[config.mk]
export PLATFORM = sky130hd
export DESIGN_NAME = adder_error_monitor
export DESIGN_NICKNAME = d
export VERILOG_FILES = /design/src/rtl/adder_eval_pkg.sv /design/src/rtl/abs_err_calc.sv /design/src/rtl/adder_error_monitor.sv
export SDC_FILE = /design/constraint.sdc
export NUM_CORES = 1
export LEC_CHECK = 0
export CAP_MARGIN = 0
export CORE_ASPECT_RATIO = 0.5
export CORE_MARGIN = 2
export CORE_UTILIZATION = 36
export CTS_BUF_LIST = sky130_fd_sc_hd__clkbuf_2 sky130_fd_sc_hd__clkbuf_4 sky130_fd_sc_hd__clkbuf_8
export CTS_CLUSTER_SIZE = 16
export DETAILED_ROUTE_END_ITERATION = 16
export HOLD_SLACK_MARGIN = 0.06
export PLACE_DENSITY = 0.65
export SLEW_MARGIN = 30
export SYNTH_ARGS = -nofsm -noshare
export SYNTH_HDL_FRONTEND = slang
export SYNTH_HIERARCHICAL = 1
export SYNTH_SLANG_ARGS = --single-unit
[constraint.sdc]
create_clock -name clk -period 4.73 [get_ports clk]
set_input_delay 0.473 -clock clk [delete_from_list [all_inputs] [get_ports clk]]
set_output_delay 0.473 -clock clk [all_outputs]
set_load 0.01 [all_outputs]
[src/rtl/adder_eval_pkg.sv]
// Shared definitions for the approximate-adder error monitor.
//   state_t    : monitor FSM state encoding
//   DEF_WIDTH  : default operand width of the adder under test
//   DEF_CNT_W  : default sample-counter width
package adder_eval_pkg;

  localparam int DEF_WIDTH = 8;
  localparam int DEF_CNT_W = 16;

  typedef enum logic [1:0] {
    S_IDLE   = 2'd0,
    S_RUN    = 2'd1,
    S_DRAIN  = 2'd2,
    S_REPORT = 2'd3
  } state_t;

endpackage

[src/rtl/abs_err_calc.sv]
// Combinational error calculator for one adder sample.
//   in1, in2    : operands applied to the approximate adder
//   approx_sum  : result produced by the approximate adder
//   exact_sum   : unsigned in1+in2, one bit wider than the operands
//   abs_err     : |approx_sum - exact_sum|
module abs_err_calc #(
  parameter int WIDTH = 8
) (
  input  logic [WIDTH-1:0] in1,
  input  logic [WIDTH-1:0] in2,
  input  logic [WIDTH:0]   approx_sum,
  output logic [WIDTH:0]   exact_sum,
  output logic [WIDTH:0]   abs_err
);

  always_comb begin
    exact_sum = {1'b0, in1} + {1'b0, in2};
    if (approx_sum >= exact_sum) begin
      abs_err = approx_sum - exact_sum;
    end else begin
      abs_err = exact_sum - approx_sum;
    end
  end

endmodule

[src/rtl/adder_error_monitor.sv]
// Error-metric monitor for an approximate adder. A run of num_samples
// operand/result samples is accepted, passed through a two-stage pipeline
// (error calculation, then accumulation) and summarised as mismatch count,
// sum of absolute errors and worst-case error with its operands.
//   clk, rst_n            : clock, synchronous active-low reset
//   start, num_samples    : run request and run length (captured in IDLE)
//   in_valid, in_ready    : sample handshake
//   in1, in2, approx_sum  : sample operands and approximate result
//   busy                  : run in progress (RUN or DRAIN)
//   result_valid, result_ack : report handshake
//   err_cnt, sae, max_ae, wce_in1, wce_in2 : metrics
//
// state    | meaning
// ---------+-----------------------------------------------
// S_IDLE   | waiting for start, metrics hold last report
// S_RUN    | accepting samples until the target count
// S_DRAIN  | no new samples, pipeline emptying
// S_REPORT | metrics valid and frozen until result_ack
module adder_error_monitor
  import adder_eval_pkg::*;
#(
  parameter int WIDTH = DEF_WIDTH,
  parameter int CNT_W = DEF_CNT_W
) (
  input  logic                   clk,
  input  logic                   rst_n,
  input  logic                   start,
  input  logic [CNT_W-1:0]       num_samples,
  input  logic                   in_valid,
  output logic                   in_ready,
  input  logic [WIDTH-1:0]       in1,
  input  logic [WIDTH-1:0]       in2,
  input  logic [WIDTH:0]         approx_sum,
  output logic                   busy,
  output logic                   result_valid,
  input  logic                   result_ack,
  output logic [CNT_W-1:0]       err_cnt,
  output logic [WIDTH+CNT_W:0]   sae,
  output logic [WIDTH:0]         max_ae,
  output logic [WIDTH-1:0]       wce_in1,
  output logic [WIDTH-1:0]       wce_in2
);

  localparam int SAE_W = WIDTH + 1 + CNT_W;

  state_t             r_state;
  logic [CNT_W-1:0]   r_remain;
  logic               r_in_ready;
  logic               r_busy;
  logic               r_result_valid;

  logic               r_s1_valid;
  logic               r_s1_err;
  logic [WIDTH:0]     r_s1_abs;
  logic [WIDTH-1:0]   r_s1_in1;
  logic [WIDTH-1:0]   r_s1_in2;

  logic [CNT_W-1:0]   r_err_cnt;
  logic [SAE_W-1:0]   r_sae;
  logic [WIDTH:0]     r_max_ae;
  logic [WIDTH-1:0]   r_wce_in1;
  logic [WIDTH-1:0]   r_wce_in2;

  logic               w_accept;
  logic               w_clear;
  logic [WIDTH:0]     w_exact;
  logic [WIDTH:0]     w_abs;

  assign w_accept = in_valid && r_in_ready;
  assign w_clear  = (r_state == S_IDLE) && start;

  abs_err_calc #(.WIDTH(WIDTH)) u_abs_err_calc (
    .in1        (in1),
    .in2        (in2),
    .approx_sum (approx_sum),
    .exact_sum  (w_exact),
    .abs_err    (w_abs)
  );

  always_ff @(posedge clk) begin
    if (!rst_n) begin
      r_state        <= S_IDLE;
      r_remain       <= '0;
      r_in_ready     <= 1'b0;
      r_busy         <= 1'b0;
      r_result_valid <= 1'b0;
      r_s1_valid     <= 1'b0;
      r_s1_err       <= 1'b0;
      r_s1_abs       <= '0;
      r_s1_in1       <= '0;
      r_s1_in2       <= '0;
      r_err_cnt      <= '0;
      r_sae          <= '0;
      r_max_ae       <= '0;
      r_wce_in1      <= '0;
      r_wce_in2      <= '0;
    end else begin
      // Stage 1: capture the sample's error figures.
      r_s1_valid <= w_accept;
      if (w_accept) begin
        r_s1_err <= (approx_sum != w_exact);
        r_s1_abs <= w_abs;
        r_s1_in1 <= in1;
        r_s1_in2 <= in2;
      end

      // Stage 2: accumulate. Clearing only happens in IDLE, where stage 1
      // is always empty, so the two branches never compete for a sample.
      if (w_clear) begin
        r_err_cnt <= '0;
        r_sae     <= '0;
        r_max_ae  <= '0;
        r_wce_in1 <= '0;
        r_wce_in2 <= '0;
      end else if (r_s1_valid) begin
        r_err_cnt <= r_err_cnt + CNT_W'(r_s1_err);
        r_sae     <= r_sae + SAE_W'(r_s1_abs);
        // Strictly greater: ties keep the earliest worst-case operands.
        if (r_s1_abs > r_max_ae) begin
          r_max_ae  <= r_s1_abs;
          r_wce_in1 <= r_s1_in1;
          r_wce_in2 <= r_s1_in2;
        end
      end

      case (r_state)
        S_IDLE: begin
          if (start) begin
            if (num_samples != '0) begin
              r_remain   <= num_samples;
              r_state    <= S_RUN;
              r_in_ready <= 1'b1;
              r_busy     <= 1'b1;
            end else begin
              r_state        <= S_REPORT;
              r_result_valid <= 1'b1;
            end
          end
        end
        S_RUN: begin
          if (w_accept) begin
            r_remain <= r_remain - 1'b1;
            if (r_remain == CNT_W'(1)) begin
              r_state    <= S_DRAIN;
              r_in_ready <= 1'b0;
            end
          end
        end
        S_DRAIN: begin
          // Last sample reaches the accumulators on the edge that empties
          // stage 1, so the report is complete one edge later.
          if (!r_s1_valid) begin
            r_state        <= S_REPORT;
            r_busy         <= 1'b0;
            r_result_valid <= 1'b1;
          end
        end
        S_REPORT: begin
          if (result_ack) begin
            r_state        <= S_IDLE;
            r_result_valid <= 1'b0;
          end
        end
        default: begin
          r_state <= S_IDLE;
        end
      endcase
    end
  end

  assign in_ready     = r_in_ready;
  assign busy         = r_busy;
  assign result_valid = r_result_valid;
  assign err_cnt      = r_err_cnt;
  assign sae          = r_sae;
  assign max_ae       = r_max_ae;
  assign wce_in1      = r_wce_in1;
  assign wce_in2      = r_wce_in2;

endmodule

==> results of run 1 <==
[synth_stat cells (all sizes together) (17+ instances only)]
cell type  count  area (um^2)
nand2        119        446.7
dfxtp        114         2282
nor2          43        161.4
nand3         44        220.2
ha            50        625.6
a21oi        108        555.5
o21ai         60        326.6
xnor2         22        192.7
nand4         17        118.9
inv           48        180.2
buf           18        98.85
clkbuf        27        108.9
mux2i         26        260.3
[power by group]
part / switching [mW] / internal, mW
Sequential: 0.117 / 1.04
Clock: 0.433 / 0.649
Combinational: 0.853 / 0.516
[routing by layer]
| metal | vias to the layer above | GRT usage (%) | part of all wire (%) |
|---|---|---|---|
| li1 | 3344 | - | - |
| met1 | 3184 | 26.07 | 48 |
| met2 | 159 | 29.30 | 46 |
| met3 | 20 | 3.039 | 4.2 |
| met4 | 0 | 4.588 | 1.2 |
| met5 | - | 0 | 0 |
[final cells by class]
type                            count  area share [%]
Multi-Input combinational cell    669           50.10
Sequential cell                   114           25.34
Timing Repair Buffer              124           13.62
Tap cell                          266           3.690
Clock buffer                       18           2.747
Clock inverter                     14           2.497
Inverter                           48           1.998
[state kept, by name (all words and copies together), names as in the netlist]
name,cells
r_s1_in2,8
max_ae,9
r_s1_err,1
busy,1
r_s1_in1,8
r_state,2
err_cnt,16
result_valid,1
in_ready,1
wce_in1,8
r_remain,16
sae,25
wce_in2,8
r_s1_abs,9
r_s1_valid,1
[cells by family (layout without fill, tap and decap cells)]
logic type	Yosys count	after routing	share of synthesized area [%]
flops	114	114	31.78
compound gates	248	248	22.37
mux	27	27	3.781
fa+ha+maj	54	54	9.828
buf+inv	94	204	5.541
simple gates	305	305	22.43
xor+xnor	35	35	4.269
[path summary, 6_finish.rpt]
| kind | to | cells past startpoint | start | slack, ns |
|---|---|---|---|---|
| hold reg to reg | r_s1_in2[5] | 2 | r_s1_in2[5] | 0.46 |
| hold / removal | r_s1_in2[5] | 2 | r_s1_in2[5] | 0.46 |
| setup / recovery | r_s1_abs[8] | 20 | in1[0] | 0.58 |
| setup reg to reg | sae[16] | 7 | r_s1_abs[0] | 2.02 |
[stage by stage]
stage          cells  power (mW)  utilization [%]  hold WS, ns  cell area, um^2
6_report        1253       3.612            46.25       0.4558             9020
2_1_floorplan    877       2.188                -       0.4366             7181
3_3_place_gp    1221       2.491            43.75       0.4455             8532
3_5_place_dp    1221       2.521            43.75       0.4485             8533
4_1_cts         1253       3.611            46.18       0.4582             9006
5_1_grt         1253       3.843            46.25       0.4803             9020
[worst max-delay path, cell delays in order]
cell             delay [ns]
clkdlybuf4s50_1        0.50
ha_1                   0.21
inv_1                  0.06
fa_1                   0.39
nor2b_1                0.12
o21ai_0                0.10
a21boi_0               0.25
o21ai_0                0.13
a21boi_0               0.30
nor2_1                 0.10
ha_1                   0.30
and4_2                 0.22
a41oi_1                0.22
o21ai_2                0.13
nor3_4                 0.24
buf_12                 0.16
mux2i_1                0.24
xor2_1                 0.16
nand2_1                0.06
a21oi_1                0.13
==> summary.txt, run 1 <==
Floorplan
  – Die Y-Extent: 103.9 um
  – Horiz. Die Dim: a little over 200 um
  – Die area: approximately 21000 um^2
  – Core area: 19500 um^2
  – Row count: 36
  – IO Pins: around 120
  – Starting density of the core: a little under two fifths

Cells and area
  – Fill count: roughly 1900
  – Diodes inserted: 0
  – Layout cells sized above 1: around 8.9%
  – Leading cell type in the layout, fill and taps excluded: nand2_1
  – Syn-to-layout area delta: 25.61%
  – Most frequent cells in the layout: 117 x nand2_1, 114 x clkdlybuf4s50_1, 113 x dfxtp_1
  – Reg area: 2286 um^2
  – Fin nets: around 1100
  – Area of the multi-input gates: between 4000 and 5000 um^2

Run
  – Max cap viols: 0

Timing
  – Slew Limit Fails: 0
  – Final WS setup: 0.5752 ns
  – Final setup fails: 0
  – RSZ-0062 raised after global routing: false
  – Tcrit/Tclk final: between 80 and 90%
  – Slew headroom: a little over a third
  – Clock Skew: just over 0.02 ns
  – Setup TNS: 0 ns
  – Final Hold Fails: 0
  – Fmax: 240.7 MHz
  – Minimum clock period: between 4 and 5 ns
  – Slew at the pin closest to its max-slew limit: 0.9524 ns

Synth
  – Share of flip-flops with an asynchronous set or reset: 0%
  – Cells after synthesis: a little under 900
  – Synthesized area: between 7000 and 8000 um^2
  – Flops & latches, synth: roughly 110
  – Avg Inst Size Synth: approximately 8 um^2
  – Post-synthesis sequential area ratio: about a third
  – Mapped Nets: 977
  – Synth Flop Type: dfxtp_1
  – Post-synth EDFFs: 0
  – Post-synth cell types: 76
  – Yosys warning count: 6

Run status
  – Status: finished, final reports clean

GRT
  – First-pass GRT wire length: between 30000 and 40000 um
  – Largest net degree at the start of global routing: 47
  – Antenna violations before repair: 0
  – All-Layer GR Usage: 18.48%
  – Total grt overflow: 0
  – Vias in the first global route: between 6000 and 7000

Power
  – Lkg Pwr: about 3.3 nW
  – Worst IR drop on VDD: between 0.2 and 0.25 mV
  – Pwr dens: roughly 400 nW/um^2

Critical path
  – Worst EP required: roughly 5 ns
  – Critical Path AT: 4.50 ns
  – WS Path Type: primary input to register
  – Type of destination of the critical path: register
  – Worst Path Max Fanout: 7
  – Critical path startpoint category: primary input

Placed design
  – Port bufs: between 100 and 150
  – Worst slack, placed: 0.2028 ns
  – Dpl hpwl: 14460 um
  – Placer Congestion: 0.8903

Clocking
  – CTS sink cnt: 114
  – Setup bufs post-CTS: 0
  – Clock latency at the later pin of the worst-skew pair: ~0.43 ns
  – Resized cells post-CTS: 0
  – Reg clk slew, reported paths: roughly 0.070 ns
  – Root Driver: clkbuf_8
  – CTS tree: yes
  – CTS Buffer Depth: 2
  – TritonCTS buffer count: 17
  – Post-CTS Hold Fix Bufs: 0
  – CTS H-tree depth: 4

Drt
  – Wirelength, routed: roughly 20000 um
  – DRC violations left: 0
  – Vias per std cell: between 5 and 6
  – Total iterations of the first detailed-routing run: 7
  – Wire per inst: around 16 um
  – Iteration-0 DRC Markers: about 590
  – Vias: approximately 6700
  – Antenna viol nets, final: 0

Min path
  – HP Class: register to register
No activity file was read; power rests on OpenSTA's default activity.
==> run 2: changes to the inputs <==
--- a/config.mk
+++ b/config.mk
@@ -14,6 +14,7 @@
 export DETAILED_ROUTE_END_ITERATION = 16
 export HOLD_SLACK_MARGIN = 0.06
 export PLACE_DENSITY = 0.65
+export SETUP_SLACK_MARGIN = 0.3
 export SLEW_MARGIN = 30
 export SYNTH_ARGS = -nofsm -noshare
 export SYNTH_HDL_FRONTEND = slang
==> run 2 against run 1 <==
Against the previous run:
- via count down 0.10%
- worst hold slack barely moved
- highest routed layer unchanged
- critical path type unchanged
- flip-flop and latch count did not move
==> summary.txt, run 2 (synthesized netlist as in run 1, its figures left out) <==
GRT
  – Total grt overflow: 0
  – Antenna violations before repair: 0
  – All-Layer GR Usage: between 10% and 20%
  – Vias in the first global route: around 6300
  – Largest net degree at the start of global routing: between 40 and 50
  – First-pass GRT wire length: ~32000 um

Power
  – Worst IR drop on VDD: roughly 0.24 mV
  – Switching Fraction: about two fifths
  – Pwr dens: 400.6 nW/um^2
  – Pint: ~2.2 mW
  – Flop pwr share: between 30% and 40%
  – Comb pwr share: a little under two fifths
  – Clk pwr share: 29.9%
  – Lkg Pwr: between 3 and 4 nW
  – NetSw: about 1.4 mW

Timing
  – Tcrit/Tclk final: between 80 and 90%
  – Slew Limit Fails: 0
  – Final setup fails: 0
  – WHS: 0.4558 ns
  – Setup TNS: 0 ns
  – Slew headroom: about 36%
  – Slew at the pin closest to its max-slew limit: approximately 0.96 ns
  – RSZ-0062 raised after global routing: false
  – Final Hold Fails: 0
  – Fmax: roughly 250 MHz
  – Clock Skew: 0.02098 ns
  – Minimum clock period: 4.023 ns

Critical path
  – Worst Setup EP: r_s1_abs[8]
  – WS Path Type: primary input to register
  – Worst Path Max Fanout: 7
  – FF-to-FF path depth: 7
  – Beginning of the critical path: in1[0]
  – Critical R2R Launch: r_s1_abs[0]
  – Critical path startpoint category: primary input
  – Reg2Reg Capture Point: sae[16]
  – Critical Path AT: 4.37 ns
  – Worst EP required: roughly 5 ns
  – R2r setup slk: ~2.0 ns
  – Type of destination of the critical path: register

Placed design
  – Placed Area: approximately 8500 um^2
  – Port bufs: approximately 110
  – Dpl hpwl: ~14000 um
  – Placer Congestion: 0.8903

Clocking
  – Post-CTS Hold Fix Bufs: 0
  – Setup bufs post-CTS: 0
  – TritonCTS buffer count: 17
  – Reg clk slew, reported paths: approximately 0.070 ns
  – Clock latency at the later pin of the worst-skew pair: approximately 0.43 ns
  – CTS H-tree depth: 4
  – CTS Buffer Depth: 2
  – CTS sink cnt: around 110
  – Root Driver: clkbuf_8
  – CTS tree: yes

Cells and area
  – Syn-to-layout area delta: 25.61%
  – Leading cell type in the layout, fill and taps excluded: nand2_1
  – Util after Layout: a little under half
  – Max FFs per register: 25
  – Fin nets: between 1000 and 1500
  – Final instance area: 9020 um^2
  – Most frequent cells in the layout: 117 x nand2_1, 114 x clkdlybuf4s50_1, 113 x dfxtp_1
  – Diodes inserted: 0
  – Layout cells sized above 1: 8.916%

Drt
  – Vias: 6700
  – Wirelength, routed: about 20000 um
  – Vias per std cell: between 5 and 6
  – Wire per inst: ~16 um
  – Total iterations of the first detailed-routing run: 5
  – Iteration-0 DRC Markers: 585
  – DRC violations left: 0
  – Antenna viol nets, final: 0

Floorplan
  – Horiz. Die Dim: 203.7 um
  – Row count: 36
  – IO Pins: 115
  – Core area: 19500 um^2
  – Die area: around 21000 um^2
  – Die Y-Extent: roughly 100 um
  – Starting density of the core: between 30% and 40%

Min path
  – HP Class: register to register
  – HP Start: r_s1_in2[5]

Run
  – Max cap viols: 0

Run status
  – Status: finished, final reports clean
==> run 2: cell counts in the layout (fill, tap and decap cells not counted) <==
No cell type changed its count.
==> run 2: repair_timing <==
action | in CTS | in global routing
setup endpoints to repair | 0 | 4
resized for setup | 0 | 2
hold endpoints to repair | 0 | 0
==> run 2: how the worst min path moves through the flow <==
stage / depth (start not counted) / end
final: 2 / r_s1_in2[5]
after global routing: 2 / r_s1_in2[4]
after CTS: 2 / r_s1_in2[3]
after detailed placement: 2 / r_s1_in1[2]
after global placement: 2 / r_s1_in1[2]
after floorplan: 2 / r_s1_in1[6]
==> run 2: per-layer routing <==
metal,GRT usage (%),share of wire (%),vias to the layer above
li1,-,-,3344
met1,26.07,49,3177
met2,29.30,46,159
met5,0,0,-
met3,3.039,4.2,20
met4,4.588,1.2,0
==> run 2: power groups by stage <==
stage / Clock (mW) / Sequential (mW) / Combinational, mW
6_report: 1.08 / 1.16 / 1.37
5_1_grt: 1.15 / 1.17 / 1.52
4_1_cts: 1.11 / 1.16 / 1.35
3_5_place_dp: 0 / 1.18 / 1.34
3_3_place_gp: 0 / 1.18 / 1.32
2_1_floorplan: 0 / 1.14 / 1.05
==> run 2: worst max-delay path, cell delays in order <==
cell and delay, ns:
clkdlybuf4s50_1 0.50, ha_1 0.21, inv_1 0.06, fa_1 0.39
nor2b_1 0.12, o21ai_0 0.11, a21boi_1 0.20, o21ai_0 0.12
a21boi_1 0.23, nor2_1 0.08, ha_1 0.29, and4_2 0.22
a41oi_1 0.22, o21ai_2 0.13, nor3_4 0.24, buf_12 0.16
mux2i_1 0.23, xor2_1 0.16, nand2_1 0.06, a21oi_1 0.13
==> run 2: cell type report <==
class	instances	area, um^2
tap	266	332.8
sequential	114	2286
clock inverter	14	225.2
fill	1871	10480
clock buffer	18	247.7
inverter	48	180.2
multi-input combinational	669	4519
timing repair buffer	124	1229
==> run 2: metrics by stage <==
stage	worst slack, ns	instances	total power, mW
after detailed placement	0.2028	1221	2.521
after global routing	0.3141	1253	3.843
after floorplan	0.8461	877	2.188
after CTS	0.6270	1253	3.611
final	0.7075	1253	3.614
after global placement	0.3089	1221	2.491
==> run 3: changes to the inputs <==
--- a/config.mk
+++ b/config.mk
@@ -5,6 +5,7 @@
 export SDC_FILE = /design/constraint.sdc
 export NUM_CORES = 1
 export LEC_CHECK = 0
+export ABC_AREA = 0
 export CAP_MARGIN = 0
 export CORE_ASPECT_RATIO = 0.5
 export CORE_MARGIN = 2
==> results of run 3 <==
Same layout as run 2: the final DEF is identical, and so are final timing and power.
